--- config.mk ---
export PLATFORM = sky130hd
export DESIGN_NAME = reg_trace
export DESIGN_NICKNAME = d
export VERILOG_FILES = /design/src/rtl/reg_trace.sv
export SDC_FILE = /design/constraint.sdc
export NUM_CORES = 1
export LEC_CHECK = 0
export ABC_AREA = 0
export BUFFER_PORTS_ARGS = -buffer_cell sky130_fd_sc_hd__buf_4
export CORE_UTILIZATION = 62
export DETAILED_ROUTE_END_ITERATION = 8
export PLACE_DENSITY = 0.8
export SLEW_MARGIN = 20
export SYNTH_ARGS = -nofsm -noshare
export SYNTH_HDL_FRONTEND = slang
export SYNTH_SLANG_ARGS = --single-unit
--- constraint.sdc ---
create_clock -name clk -period 3.8 [get_ports clk]
set_clock_uncertainty 0.1 [all_clocks]
set_input_delay 0.38 -clock clk [delete_from_list [all_inputs] [get_ports clk]]
set_output_delay 0.38 -clock clk [all_outputs]
set_load 0.005 [all_outputs]
--- src/rtl/reg_trace.sv ---
// rtl/reg_trace.sv - register change tracer: timestamped snapshots into a FWFT circular buffer
module reg_trace #(
    parameter int DW    = 8,
    parameter int NREG  = 3,
    parameter int DEPTH = 16,
    parameter int TSW   = 16
) (
    input  logic                         clk,
    input  logic                         rst,
    input  logic [NREG*DW-1:0]           regs,
    input  logic                         en,
    input  logic                         mode,
    input  logic                         clr,
    output logic                         out_valid,
    input  logic                         out_ready,
    output logic [TSW-1:0]               out_ts,
    output logic [NREG*DW-1:0]           out_regs,
    output logic [$clog2(DEPTH+1)-1:0]   level,
    output logic                         overflow,
    output logic [7:0]                   drop_cnt
);
    localparam int RW = NREG * DW;
    localparam int LW = $clog2(DEPTH + 1);
    localparam int PW = $clog2(DEPTH);
    localparam logic [LW-1:0] FULL_LVL = LW'(DEPTH);

    logic [TSW-1:0] ts_q, ts_d;
    logic [RW-1:0]  last_cap_q, last_cap_d;
    logic           first_pending_q, first_pending_d;
    logic [PW-1:0]  wr_ptr_q, wr_ptr_d, rd_ptr_q, rd_ptr_d;
    logic [LW-1:0]  level_q, level_d;
    logic           overflow_q, overflow_d;
    logic [7:0]     drop_cnt_q, drop_cnt_d;
    logic [TSW-1:0] ts_mem_q [DEPTH];
    logic [RW-1:0]  regs_mem_q [DEPTH];

    logic capture, pop, full, push, drop, wr_en;

    always_comb begin
        ts_d            = ts_q + TSW'(1);
        last_cap_d      = last_cap_q;
        first_pending_d = first_pending_q;
        wr_ptr_d        = wr_ptr_q;
        rd_ptr_d        = rd_ptr_q;
        level_d         = level_q;
        overflow_d      = overflow_q;
        drop_cnt_d      = drop_cnt_q;
        wr_en           = 1'b0;

        capture = en && (!mode || first_pending_q || (regs != last_cap_q));
        pop     = (level_q != '0) && out_ready;
        full    = (level_q == FULL_LVL);
        // A pop in the same cycle frees the slot, so a full buffer still accepts the push.
        push    = capture && (!full || pop);
        drop    = capture && full && !pop;

        if (clr) begin
            wr_ptr_d        = '0;
            rd_ptr_d        = '0;
            level_d         = '0;
            overflow_d      = 1'b0;
            drop_cnt_d      = '0;
            first_pending_d = 1'b1;
        end else begin
            wr_en = push;
            if (push) wr_ptr_d = wr_ptr_q + PW'(1);
            if (pop)  rd_ptr_d = rd_ptr_q + PW'(1);
            level_d = level_q + LW'(push) - LW'(pop);
            if (capture) begin
                last_cap_d      = regs;
                first_pending_d = 1'b0;
            end
            if (drop) begin
                overflow_d = 1'b1;
                if (drop_cnt_q != 8'hFF) drop_cnt_d = drop_cnt_q + 8'd1;
            end
        end
    end

    always_ff @(posedge clk) begin
        if (rst) begin
            ts_q            <= '0;
            last_cap_q      <= '0;
            first_pending_q <= 1'b1;
            wr_ptr_q        <= '0;
            rd_ptr_q        <= '0;
            level_q         <= '0;
            overflow_q      <= 1'b0;
            drop_cnt_q      <= '0;
            for (int i = 0; i < DEPTH; i++) begin
                ts_mem_q[i]   <= '0;
                regs_mem_q[i] <= '0;
            end
        end else begin
            ts_q            <= ts_d;
            last_cap_q      <= last_cap_d;
            first_pending_q <= first_pending_d;
            wr_ptr_q        <= wr_ptr_d;
            rd_ptr_q        <= rd_ptr_d;
            level_q         <= level_d;
            overflow_q      <= overflow_d;
            drop_cnt_q      <= drop_cnt_d;
            if (wr_en) begin
                ts_mem_q[wr_ptr_q]   <= ts_q;
                regs_mem_q[wr_ptr_q] <= regs;
            end
        end
    end

    assign out_valid = (level_q != '0);
    assign out_ts    = ts_mem_q[rd_ptr_q];
    assign out_regs  = regs_mem_q[rd_ptr_q];
    assign level     = level_q;
    assign overflow  = overflow_q;
    assign drop_cnt  = drop_cnt_q;

endmodule

==> out/results.md, run 1 <==
| Metric | Value | Unit |
|:---|:---|:---|
| Fraction of post-synthesis cell area in the top cell type by area | 61.5 | % |
| Max-cap viol count | 0 | - |
| Worst-skew pair later-pin latency | 0.63 | ns |
| Most frequent cells after synthesis | edfxtp_1, nor2_1, mux4_2 | - |
| Met3 wire len | 11100 | µm |
| Fraction of final layout cells sized beyond drive strength 1 | 21.7 | % |
| Share of synthesized cell area in full adder, half adder and majority cells | 0.584 | % |
| Worst-Margin Slew | 0.998 | ns |
| Final-report max-slew violation count | 0 | - |
| Fraction of the cycle the final worst path needs | 94.9 | % |
| Startpoint of the worst setup timing path | regs[17] | - |
| Buffers & Inverters on Critical Path | 6 | - |
| Number of synthesized register bits | 707 | - |
| Share of async-settable or async-resettable flops after synthesis | 0 | % |
| Pre-Repair DR Iteration Count | 5 | - |
| Most area-hungry cell type in the Yosys netlist | edfxtp_1 | - |
| Delay contributed by the slowest stage of the critical path | 0.62 | ns |
| Sinks on the clock net | 707 | - |
| Via count | 19700 | - |
| Worst hold slack after final layout | 0.0221 | ns |
| Mapped Area | 31300 | µm² |
| Remaining antenna violation count | 0 | - |
| Fmax | 277 | MHz |
| Post-DP HPWL | 45500 | µm |
| WP data arrival | 4.00 | ns |
| Most frequent cell after synthesis | edfxtp_1 | - |
| Number of global-route vias before repair | 20300 | - |
| Peak supply drop | 0.345 | mV |
| Antenna violations before repair | 1 | - |
| Syn avg cell area | 14.5 | µm² |
| End point of the critical path | level[4]$_SDFF_PP0_ | - |
| Crit path max-delay family | buffers and inverters | - |
| Routability congestion estimate | 0.837 | - |
| Worst-case register-to-register setup slack | 0.27 | ns |
| Met1 Wirelength | 29600 | µm |
| EDFF count, synth | 640 | - |
| Dominant combinational cell family by area after synthesis | multiplexers | - |
| Inserted Clock Buffers | 72 | - |
| Post-synthesis simple-gate area fraction | 12.8 | % |
| Die Ht | 227 | µm |
| Initial DRC count | 3001 | - |
| Synthesized instance count | 2153 | - |
| Highest metal used | met4 | - |
| Crit Reg-Reg Startpoint | last_cap_q[14]$_SDFFE_PP0P_ | - |
| Critical-path top delay cell | or4b_1 | - |
| # nets final | 2243 | - |
| I/O pin count | 85 | - |
| Core Box Area | 49400 | µm² |
| Synthesized net count | 2197 | - |
| Distinct cells, synth | 46 | - |
| Multiplexer share of the synthesized area | 15.2 | % |
| Total die area | 51300 | µm² |
| Required arrival time at the worst endpoint | 4.19 | ns |
| Critical path class | primary input to flip-flop | - |
| Outcome | completed | - |
| Setup tns final | 0 | ns |
| Number of buffer cells added on primary ports | 84 | - |
| Hold/Removal Path Class | primary input to flip-flop | - |
| Relative slew slack | 33.4 | % |
| Synth top area cells | edfxtp_1, mux4_2, nor2_1, dfxtp_1, and2_1 | - |
| Unrepaired setup endpoints after global routing | false | - |
| Post-layout minimum cycle time | 3.61 | ns |
| Horizontal die dimension | 227 | µm |
| Global-route wire length before repair | 126000 | µm |
| Critical Path, Cell by Cell | dlygate4sd3_1 > buf_4 > xnor2_1 > nand4_1 > or4b_1 > o21ai_4 > nor2_1 > inv_1 > ha_1 > inv_1 > ha_1 > inv_1 > fa_1 > inv_1 > a21oi_1 > nor2_1 > nor2_1 > xnor2_1 > nor2_1 | - |
| Path length in cells of the critical path | 19 | - |
| Worst Reg-to-Reg Cells | 17 | - |
| Total setup buffers inserted after CTS | 0 | - |
| Total routing resource utilization after global routing | 34.3 | % |
| Final setup violation count | 0 | - |
| Area growth from synthesis to layout | 12.5 | % |
| Starting utilization of the core area | 63.3 | % |
| Synthesized-area fraction occupied by ao, oa, aoi and oai cells | 1.29 | % |
| Clock edge transition at the registers on the reported setup and hold paths | 0.06 | ns |
| Worst setup EP type | flip-flop | - |
| Final wirelength | 84900 | µm |
| Power density of the placed cells | 507 | nW/µm² |
| Post-synthesis sequential area ratio | 65.8 | % |
| Pin count of the biggest net entering global routing | 121 | - |
| Number of buffers on the longest clock path | 3 | - |
| Cell chosen for the clock root | clkbuf_16 | - |
| Number of warnings issued by yosys | 0 | - |
| Number of H-tree levels | 3 | - |
| Via density per instance | 6.74 | - |
| Total DRC errors in the routed layout | 0 | - |
| Xor and xnor fraction of the mapped netlist area | 1.18 | % |
| Crit start category | primary input | - |
| Total number of placement rows | 81 | - |
| Reg-to-Reg End | level[4]$_SDFF_PP0_ | - |
| DR WL/cell | 29.0 | µm |
| CTS tree | built | - |
| GR Overflow Total | 0 | - |
| Max Fanout on Critical Path | 9 | - |
| Met2 layer wire length in the routed design | 40400 | µm |
| Final Hold Violating Endpoints | 0 | - |
| Leakage power of the design | 12.0 | nW |
| Leading register cell type out of synthesis | edfxtp_1 | - |
worst min-delay path: cells and delay by family:
family	cells	cell delay (ns)
buffers and inverters	1	0.14
and+or+nand+nor	1	0.09
muxes	1	0.09
logic make-up after synthesis:
family          count (synthesis)
xor+xnor                       42
mux                           225
simple gates                  904
compound gates                 57
fa+ha+maj                      14
flops                         707
buf+inv                       204
sequential cells by signal (all words and copies together) (netlist names), named ones only:
name             count
ts_q                16
wr_ptr_q             4
level                5
ts_mem_q           256
last_cap_q          24
rd_ptr_q             4
overflow             1
drop_cnt             8
first_pending_q      1
regs_mem_q         384
worst min-delay path by stage:
stage               depth (start not counted)  slack, ns                            to                    startpoint
floorplan                                   2       0.35  first_pending_q$_SDFFE_PP1P_  first_pending_q$_SDFFE_PP1P_
global placement                            2       0.36         overflow$_SDFFE_PP0P_         overflow$_SDFFE_PP0P_
detailed placement                          2       0.37         overflow$_SDFFE_PP0P_         overflow$_SDFFE_PP0P_
CTS                                         3      0.006      wr_ptr_q[3]$_SDFFE_PP0P_                           clr
global route                                3       0.04   last_cap_q[10]$_SDFFE_PP0P_                      regs[10]
finish                                      3       0.02   last_cap_q[19]$_SDFFE_PP0P_                      regs[19]
area by class of cell:
type                            count  area (µm²)
Fill cell                        2980       14200
Clock inverter                     37         287
Timing Repair Buffer              162        1620
Clock buffer                       94        2000
Inverter                           14        52.6
Tap cell                          664         831
Antenna cell                        2        5.00
Multi-Input combinational cell   1242        9800
Sequential cell                   707       20600
layer usage:
metal | track usage [%] | up-vias
met5 | 0 | -
met4 | 16.3 | 0
met3 | 8.46 | 286
li1 | - | 7955
met2 | 53.6 | 1648
met1 | 45.5 | 9814
per-stage QoR:
step	utilization [%]	cell area [µm²]	std cells	worst slack (ns)	total power [mW]
final	71.3	35200	2922	0.193	17.8
after global routing	71.3	35200	2922	0.00311	18.3
after CTS	71.2	35100	2920	0.237	17.8
after detailed placement	66.2	32700	2773	0.160	11.0
after global placement	66.2	32700	2773	0.160	11.0
after floorplan	-	31300	2153	0.481	10.3
cell usage in the layout, fill, tap and decap left out, types with 13 or more instances in the layout:
master and instances:
and2_1 127, nand4_1 13, buf_4 117, clkinv_1 15, and3_1 48, dlygate4sd3_1 16, mux2i_1 25, nand3_1 14
buf_12 29, xnor2_1 29, mux4_2 200, nand2_1 132, dfxtp_1 63, edfxtp_1 640, nor2_1 533, clkbuf_16 76
a21oi_1 16, clkbuf_1 15, inv_1 14
timing repair:
action                                  in CTS  in global routing
hold endpoints to repair                    21                  0
resized for setup                            0                  4
hold buffers                                16                  0
endpoints found under the setup margin       0                  1
report_power, final:
| group | switching [mW] | leakage [nW] | internal, mW |
|---|---|---|---|
| Clock | 2.96 | 1.12 | 3.99 |
| Sequential | 0.153 | 7.16 | 8.75 |
| Combinational | 1.06 | 3.76 | 0.938 |
| Total | 4.18 | 12.0 | 13.7 |
Note: power is estimated with default switching activity, not from simulation.
==> run 2, diff against run 1 <==
- CELL_PAD_IN_SITES_DETAIL_PLACEMENT: unset -> 1
- CELL_PAD_IN_SITES_GLOBAL_PLACEMENT: unset -> 1
- CORE_UTILIZATION: 62 -> 53
- PLACE_DENSITY: 0.8 -> 0.81
==> run 2 against run 1 <==
Non-clock buffer count shrank 3. Worst setup slack lost 0.0030 ns. Sequential share of layout area shrank 0.21 points. Wire length grew 15%. Die area grew 17%. Maximum frequency is essentially flat. Power grew 2.1%. First-iteration DRC count shrank 20%. Utilization shrank 10 points. Via count grew 1.6%. Combinational power grew 3%. Clock power grew 4.6%. Critical endpoint unchanged.
==> out/results.md, run 2 (synthesis results as in run 1) <==
| Metric | Value | Unit | Delta |
|:---|:---|:---|:---|
| Fraction of the cycle the final worst path needs | 95.0 | % | about the same |
| Global-route wire length before repair | 143000 | µm | +14% |
| Critical Path, Cell by Cell | dlygate4sd3_1 > buf_4 > xnor2_1 > nand4_1 > or4_4 > o21ai_4 > nor2_1 > inv_1 > ha_1 > inv_1 > ha_1 > inv_1 > fa_1 > inv_1 > a21oi_1 > nor2_1 > nor2_1 > xnor2_1 > nor2_1 | - |  |
| Horizontal die dimension | 245 | µm | +8.1% |
| Post-Place Worst Slack | 0.120 | ns | -0.0402 ns |
| Number of H-tree levels | 3 | - | unchanged |
| GR Overflow Total | 0 | - | unchanged |
| Die Ht | 245 | µm | +8.1% |
| Buffers & Inverters on Critical Path | 6 | - | unchanged |
| Worst setup EP type | flip-flop | - |  |
| Power density of the placed cells | 516 | nW/µm² | +1.7% |
| Critical-path top delay cell | or4_4 | - |  |
| Combinational power share | 11.3 | % | about the same |
| Unrepaired setup endpoints after global routing | false | - |  |
| Number of buffers on the longest clock path | 3 | - | unchanged |
| FILL cells | 5237 | - | +76% |
| Relative slew slack | 33.8 | % | +0.38 points |
| Final-report max-slew violation count | 0 | - | unchanged |
| Pre-Repair DR Iteration Count | 6 | - | +1 |
| Placement Cell Area | 32900 | µm² | +0.50% |
| Crit start category | primary input | - |  |
| Via count | 20000 | - | +1.6% |
| Sw power | 4.37 | mW | +4.6% |
| Outcome | completed | - |  |
| Worst-skew pair later-pin latency | 0.62 | ns | about the same |
| Final setup violation count | 0 | - | unchanged |
| Leakage power of the design | 12.1 | nW | +0.28% |
| Post-layout instance count excluding filler cells | 3027 | - | +3.6% |
| Via density per instance | 6.61 | - | -1.9% |
| Most common cell after layout, fill and taps aside | edfxtp_1 | - |  |
| Register name with the most flops | regs_mem_q | - |  |
| Startpoint of the worst setup timing path | regs[7] | - |  |
| Max Fanout on Critical Path | 9 | - | unchanged |
| Final core utilization | 60.8 | % | -10 points |
| Max reg flops | 384 | - | unchanged |
| Final wirelength | 97200 | µm | +15% |
| WP data arrival | 4.01 | ns | about the same |
| Placed Instances | 2884 | - | +4.0% |
| DR WL/cell | 32.1 | µm | +11% |
| Post-DP HPWL | 54900 | µm | +21% |
| I/O pin count | 85 | - | unchanged |
| Clock share of power | 39.9 | % | +1.0 points |
| Reg-to-Reg End | level[4]$_SDFF_PP0_ | - |  |
| Antenna violations before repair | 3 | - | +2 |
| Worst hold slack after final layout | 0.0283 | ns | +0.00623 ns |
| # nets final | 2243 | - | unchanged |
| Total die area | 60000 | µm² | +17% |
| Total routing resource utilization after global routing | 33.3 | % | -1.0 points |
| Core Box Area | 58000 | µm² | +18% |
| Final Hold Violating Endpoints | 0 | - | unchanged |
| Setup tns final | 0 | ns | unchanged |
| Leading registers by flop count | regs_mem_q x384, ts_mem_q x256, last_cap_q x24 | - |  |
| CTS tree | built | - |  |
| Post-layout minimum cycle time | 3.61 | ns | +0.00296 ns |
| Fmax | 277 | MHz | about the same |
| Critical path class | primary input to flip-flop | - |  |
| Cell area after layout | 35300 | µm² | +0.35% |
| Total DRC errors in the routed layout | 0 | - | unchanged |
| Switching share of power | 24.0 | % | +0.57 points |
| Power after layout | 18.2 | mW | +2.1% |
| End point of the critical path | level[4]$_SDFF_PP0_ | - |  |
| Multi-input combinational cell area | 9780 | µm² | -0.23% |
| Delay contributed by the slowest stage of the critical path | 0.58 | ns | -0.04 ns |
| Hold/Removal Path Class | primary input to flip-flop | - |  |
| Initial DRC count | 2395 | - | -20% |
| Fraction of final layout cells sized beyond drive strength 1 | 22.4 | % | +0.64 points |
| Total number of placement rows | 88 | - | +8.6% |
| Clock edge transition at the registers on the reported setup and hold paths | 0.06 | ns | about the same |
| Worst-Margin Slew | 0.993 | ns | -0.00576 ns |
| Crit path max-delay family | buffers and inverters | - |  |
| Routability congestion estimate | 0.825 | - | -1.4% |
| Worst Reg-to-Reg Cells | 17 | - | unchanged |
| Top library cells by usage in the layout, fill and taps aside | edfxtp_1, nor2_1, mux4_2, nand2_1, buf_4 | - |  |
| Cell chosen for the clock root | clkbuf_16 | - |  |
| Number of buffer cells added on primary ports | 84 | - | unchanged |
| Seq pwr share | 48.8 | % | -1.1 points |
| Pin count of the biggest net entering global routing | 88 | - | -27% |
| Final worst setup slack | 0.190 | ns | -0.00296 ns |
| Crit Reg-Reg Startpoint | last_cap_q[14]$_SDFFE_PP0P_ | - |  |
| Number of global-route vias before repair | 21500 | - | +6.0% |
| Max-cap viol count | 0 | - | unchanged |
| Inserted Clock Buffers | 75 | - | +4.2% |
| Internal | 13.9 | mW | +1.3% |
| Register Area | 20600 | µm² | unchanged |
| Area growth from synthesis to layout | 12.9 | % |  |
| Path length in cells of the critical path | 19 | - | unchanged |
| Starting utilization of the core area | 53.9 | % | -9.5 points |
| Peak supply drop | 0.435 | mV | +26% |
| Required arrival time at the worst endpoint | 4.20 | ns | about the same |
| Remaining antenna violation count | 0 | - | unchanged |
| Sinks on the clock net | 707 | - | unchanged |
| Worst-case register-to-register setup slack | 0.32 | ns | +0.05 ns |
## run 2: what timing repair did
| action | CTS | global route |
|---|---|---|
| setup buffers | 0 | 0 |
| hold buffers | 3 | 0 |
| hold endpoints to repair | 3 | 0 |
| setup endpoints to repair | 0 | 1 |
| gates resized for setup | 0 | 1 |
## run 2: cell type report
cell class              count  area share [%]
flip-flops and latches    707            58.3
repair buffers            159            4.33
diodes                      3          0.0213
well taps                 765            2.71
clock inverters            30           0.659
clock buffers             107            6.13
multi-input cells        1242            27.7
inverters                  14           0.149
## run 2: worst min-delay path by stage
| stage | slack, ns | startpoint | to | cells past startpoint |
|---|---|---|---|---|
| CTS | 0.005 | regs[0] | last_cap_q[0]$_SDFFE_PP0P_ | 3 |
| global placement | 0.36 | overflow$_SDFFE_PP0P_ | overflow$_SDFFE_PP0P_ | 2 |
| floorplan | 0.35 | first_pending_q$_SDFFE_PP1P_ | first_pending_q$_SDFFE_PP1P_ | 2 |
| finish | 0.03 | en | first_pending_q$_SDFFE_PP1P_ | 2 |
| detailed placement | 0.38 | overflow$_SDFFE_PP0P_ | overflow$_SDFFE_PP0P_ | 2 |
| global route | 0.02 | regs[10] | last_cap_q[10]$_SDFFE_PP0P_ | 3 |
## run 2: power groups by stage
| stage | Sequential, mW | Combinational [mW] | Clock (mW) |
|---|---|---|---|
| after floorplan | 8.98 | 1.29 | 0 |
| after global placement | 9.01 | 1.97 | 0 |
| after detailed placement | 9.05 | 2.04 | 0 |
| after CTS | 8.89 | 2.06 | 7.29 |
| after global routing | 8.91 | 2.17 | 7.56 |
| final | 8.89 | 2.06 | 7.27 |
## run 2: routing by layer
metal | share of wire (%) | up-vias | GRT usage, %
met5 | 0 | - | 0
met4 | 3.9 | 0 | 12.6
met3 | 9.4 | 269 | 5.48
met2 | 50 | 1285 | 55.0
met1 | 37 | 10500 | 44.5
li1 | - | 7971 | -
==> run 3, diff against run 2 <==
- CTS_BUF_LIST: unset -> sky130_fd_sc_hd__clkbuf_16
==> run 3 against run 2 <==
Flip-flop and latch count did not move. Cell count did not move. Worst hold slack got worse by 0.0094 ns. Register-to-register slack barely moved. Sequential power barely moved. Via count rose by 0.37%. Maximum frequency rose by 0.18%. Global-route usage barely moved. Highest routed layer unchanged.
==> out/results.md, run 3 (synthesis results as in run 1) <==
| Metric | Value | Unit | Delta |
|:---|:---|:---|:---|
| Relative slew slack | 33.4 | % | -0.47 points |
| Critical path class | primary input to flip-flop | - |  |
| Final-report max-slew violation count | 0 | - | unchanged |
| Pin count of the biggest net entering global routing | 88 | - | unchanged |
| Number of H-tree levels | 3 | - | unchanged |
| Total number of placement rows | 88 | - | unchanged |
| Post-layout minimum cycle time | 3.60 | ns | -0.00634 ns |
| Max-cap viol count | 0 | - | unchanged |
| Remaining antenna violation count | 0 | - | unchanged |
| Total die area | 60000 | µm² | unchanged |
| GR met2 Demand/Resource | 54.4 | % | -0.57 points |
| Cell chosen for the clock root | clkbuf_16 | - |  |
| Max Fanout on Critical Path | 9 | - | unchanged |
| CTS tree | built | - |  |
| # nets final | 2242 | - | -0.045% |
| Top library cells by usage in the layout, fill and taps aside | edfxtp_1, nor2_1, mux4_2, nand2_1, buf_4 | - |  |
| Busiest layer in global routing | met2 | - |  |
| Worst-Margin Slew | 1.00 | ns | +0.00706 ns |
| Fmax | 277 | MHz | +0.18% |
| Final Hold Violating Endpoints | 0 | - | unchanged |
| Number of buffer cells added on primary ports | 84 | - | unchanged |
| Setup tns final | 0 | ns | unchanged |
| Critical Path, Cell by Cell | dlygate4sd3_1 > buf_4 > xnor2_1 > nand4_1 > or4b_1 > o21ai_4 > nor2_1 > inv_1 > ha_1 > inv_1 > ha_1 > inv_1 > fa_1 > inv_1 > a21oi_1 > nor2_1 > nor2_1 > xnor2_1 > nor2_1 | - |  |
| Fraction of the cycle the final worst path needs | 94.8 | % | -0.17 points |
| Number of global-route vias before repair | 21600 | - | +0.45% |
| Hold worst-path end | last_cap_q[0]$_SDFFE_PP0P_ | - |  |
| Register name with the most flops | regs_mem_q | - |  |
| Worst-skew pair later-pin latency | 0.62 | ns | about the same |
| Reg-to-Reg End | level[4]$_SDFF_PP0_ | - |  |
| I/O pin count | 85 | - | unchanged |
| GR met1 Demand/Resource | 44.4 | % | -0.12 points |
| Crit start category | primary input | - |  |
| Pre-Repair DR Iteration Count | 5 | - | -1 |
| Outcome | completed | - |  |
| Leading registers by flop count | regs_mem_q x384, ts_mem_q x256, last_cap_q x24 | - |  |
| Hold Startpoint | regs[0] | - |  |
| Multi-input combinational cell area | 9790 | µm² | about the same |
| Met3 Track Usage GR | 5.87 | % | +0.39 points |
| Core Box Area | 58000 | µm² | unchanged |
| Antenna violations before repair | 3 | - | unchanged |
| Unrepaired setup endpoints after global routing | false | - |  |
| Final setup violation count | 0 | - | unchanged |
| Hold depth | 3 | - | +1 |
| Final wirelength | 97500 | µm | +0.28% |
| Inserted Clock Buffers | 75 | - | unchanged |
| Worst hold slack after final layout | 0.0189 | ns | -0.00941 ns |
| Crit Reg-Reg Startpoint | last_cap_q[19]$_SDFFE_PP0P_ | - |  |
| Initial DRC count | 2227 | - | -7.0% |
| Via count | 20100 | - | +0.37% |
| Power density of the placed cells | 512 | nW/µm² | -0.79% |
| Starting utilization of the core area | 53.9 | % | unchanged |
| Clock edge transition at the registers on the reported setup and hold paths | 0.06 | ns | about the same |
| Critical-path top delay cell | or4b_1 | - |  |
| Required arrival time at the worst endpoint | 4.19 | ns | about the same |
| Total DRC errors in the routed layout | 0 | - | unchanged |
| Area growth from synthesis to layout | 12.7 | % |  |
| Peak supply drop | 0.432 | mV | -0.57% |
| Number of buffers on the longest clock path | 3 | - | unchanged |
| Most common cell after layout, fill and taps aside | edfxtp_1 | - |  |
| Hold/Removal Path Class | primary input to flip-flop | - |  |
| Leakage power of the design | 12.1 | nW | +0.45% |
| Total setup buffers inserted after CTS | 0 | - | unchanged |
| WP data arrival | 4.00 | ns | about the same |
| Delay contributed by the slowest stage of the critical path | 0.64 | ns | +0.06 ns |
| GR Overflow Total | 0 | - | unchanged |
| Register Area | 20600 | µm² | unchanged |
| Post-DP HPWL | 54900 | µm | unchanged |
| Worst Reg-to-Reg Cells | 17 | - | unchanged |
| Sinks on the clock net | 707 | - | unchanged |
| Crit path max-delay family | simple AND/OR/NAND/NOR gates | - |  |
| Total routing resource utilization after global routing | 33.3 | % | about the same |
| Buffers & Inverters on Critical Path | 6 | - | unchanged |
| Horizontal die dimension | 245 | µm | unchanged |
| Max reg flops | 384 | - | unchanged |
| DR WL/cell | 32.2 | µm | +0.28% |
| Routability congestion estimate | 0.825 | - | unchanged |
| FILL cells | 5232 | - | -0.095% |
| Worst-case register-to-register setup slack | 0.31 | ns | about the same |
| Fraction of final layout cells sized beyond drive strength 1 | 22.1 | % | -0.21 points |
| Global-route wire length before repair | 144000 | µm | +0.17% |
| Via density per instance | 6.64 | - | +0.37% |
| Worst setup EP type | flip-flop | - |  |
| Die Ht | 245 | µm | unchanged |
[run 3: changes by cell type in the layout (fill, tap and decap cells not counted), sizes merged]
cell,previous run,this run
diode,3,4
dlygate4sd3,3,2
clkinv,23,29
inv,16,37
clkbuf,107,80
[run 3: stage by stage]
step	utilization [%]	worst slack, ns	instances	cell area [µm²]	power, mW
5_1_grt	60.7	0.0262	3025	35200	18.5
2_1_floorplan	-	0.481	2153	31300	10.3
3_5_place_dp	56.6	0.120	2884	32900	11.1
6_report	60.7	0.196	3027	35200	18.0
4_1_cts	60.7	0.165	3023	35200	18.1
3_3_place_gp	56.6	0.183	2884	32900	11.0
[run 3: cell type report]
class / count / share of cell area [%]
flip-flops and latches: 707 / 58.4
multi-input cells: 1242 / 27.8
clock buffers: 80 / 5.68
repair buffers: 158 / 4.30
well taps: 765 / 2.72
clock inverters: 57 / 0.948
inverters: 14 / 0.149
diodes: 4 / 0.0284
[run 3: how the worst max path moves through the flow]
stage / to / cells past startpoint / startpoint
finish: level[4]$_SDFF_PP0_ / 19 / regs[8]
CTS: level[4]$_SDFF_PP0_ / 19 / regs[7]
global placement: level[4]$_SDFF_PP0_ / 18 / regs[4]
detailed placement: level[4]$_SDFF_PP0_ / 18 / regs[19]
floorplan: level[4]$_SDFF_PP0_ / 18 / regs[9]
global route: level[4]$_SDFF_PP0_ / 19 / regs[8]
[run 3: layer usage]
layer / wire length, µm / vias up
met5: 0 / -
met4: 3610 / 0
met3: 9410 / 265
met2: 48200 / 1332
met1: 36300 / 10500
li1: - / 7966
[run 3: repair_timing]
action                                 in CTS  in global routing
endpoints found under the hold margin       2                  0
setup endpoints to repair                   0                  1
hold buffers                                2                  0
resized for setup                           0                  2
[run 3: report_power, final]
part	internal [mW]	switching, mW	total (mW)	leakage, nW
sequential	8.75	0.147	8.89	7.16
combinational	0.928	1.13	2.06	3.74
clock	4.00	3.09	7.09	1.23
[run 3: worst min-delay path, cell delays in order]
cell and delay (ns):
buf_4 0.14, mux2i_1 0.09, nor2_1 0.08
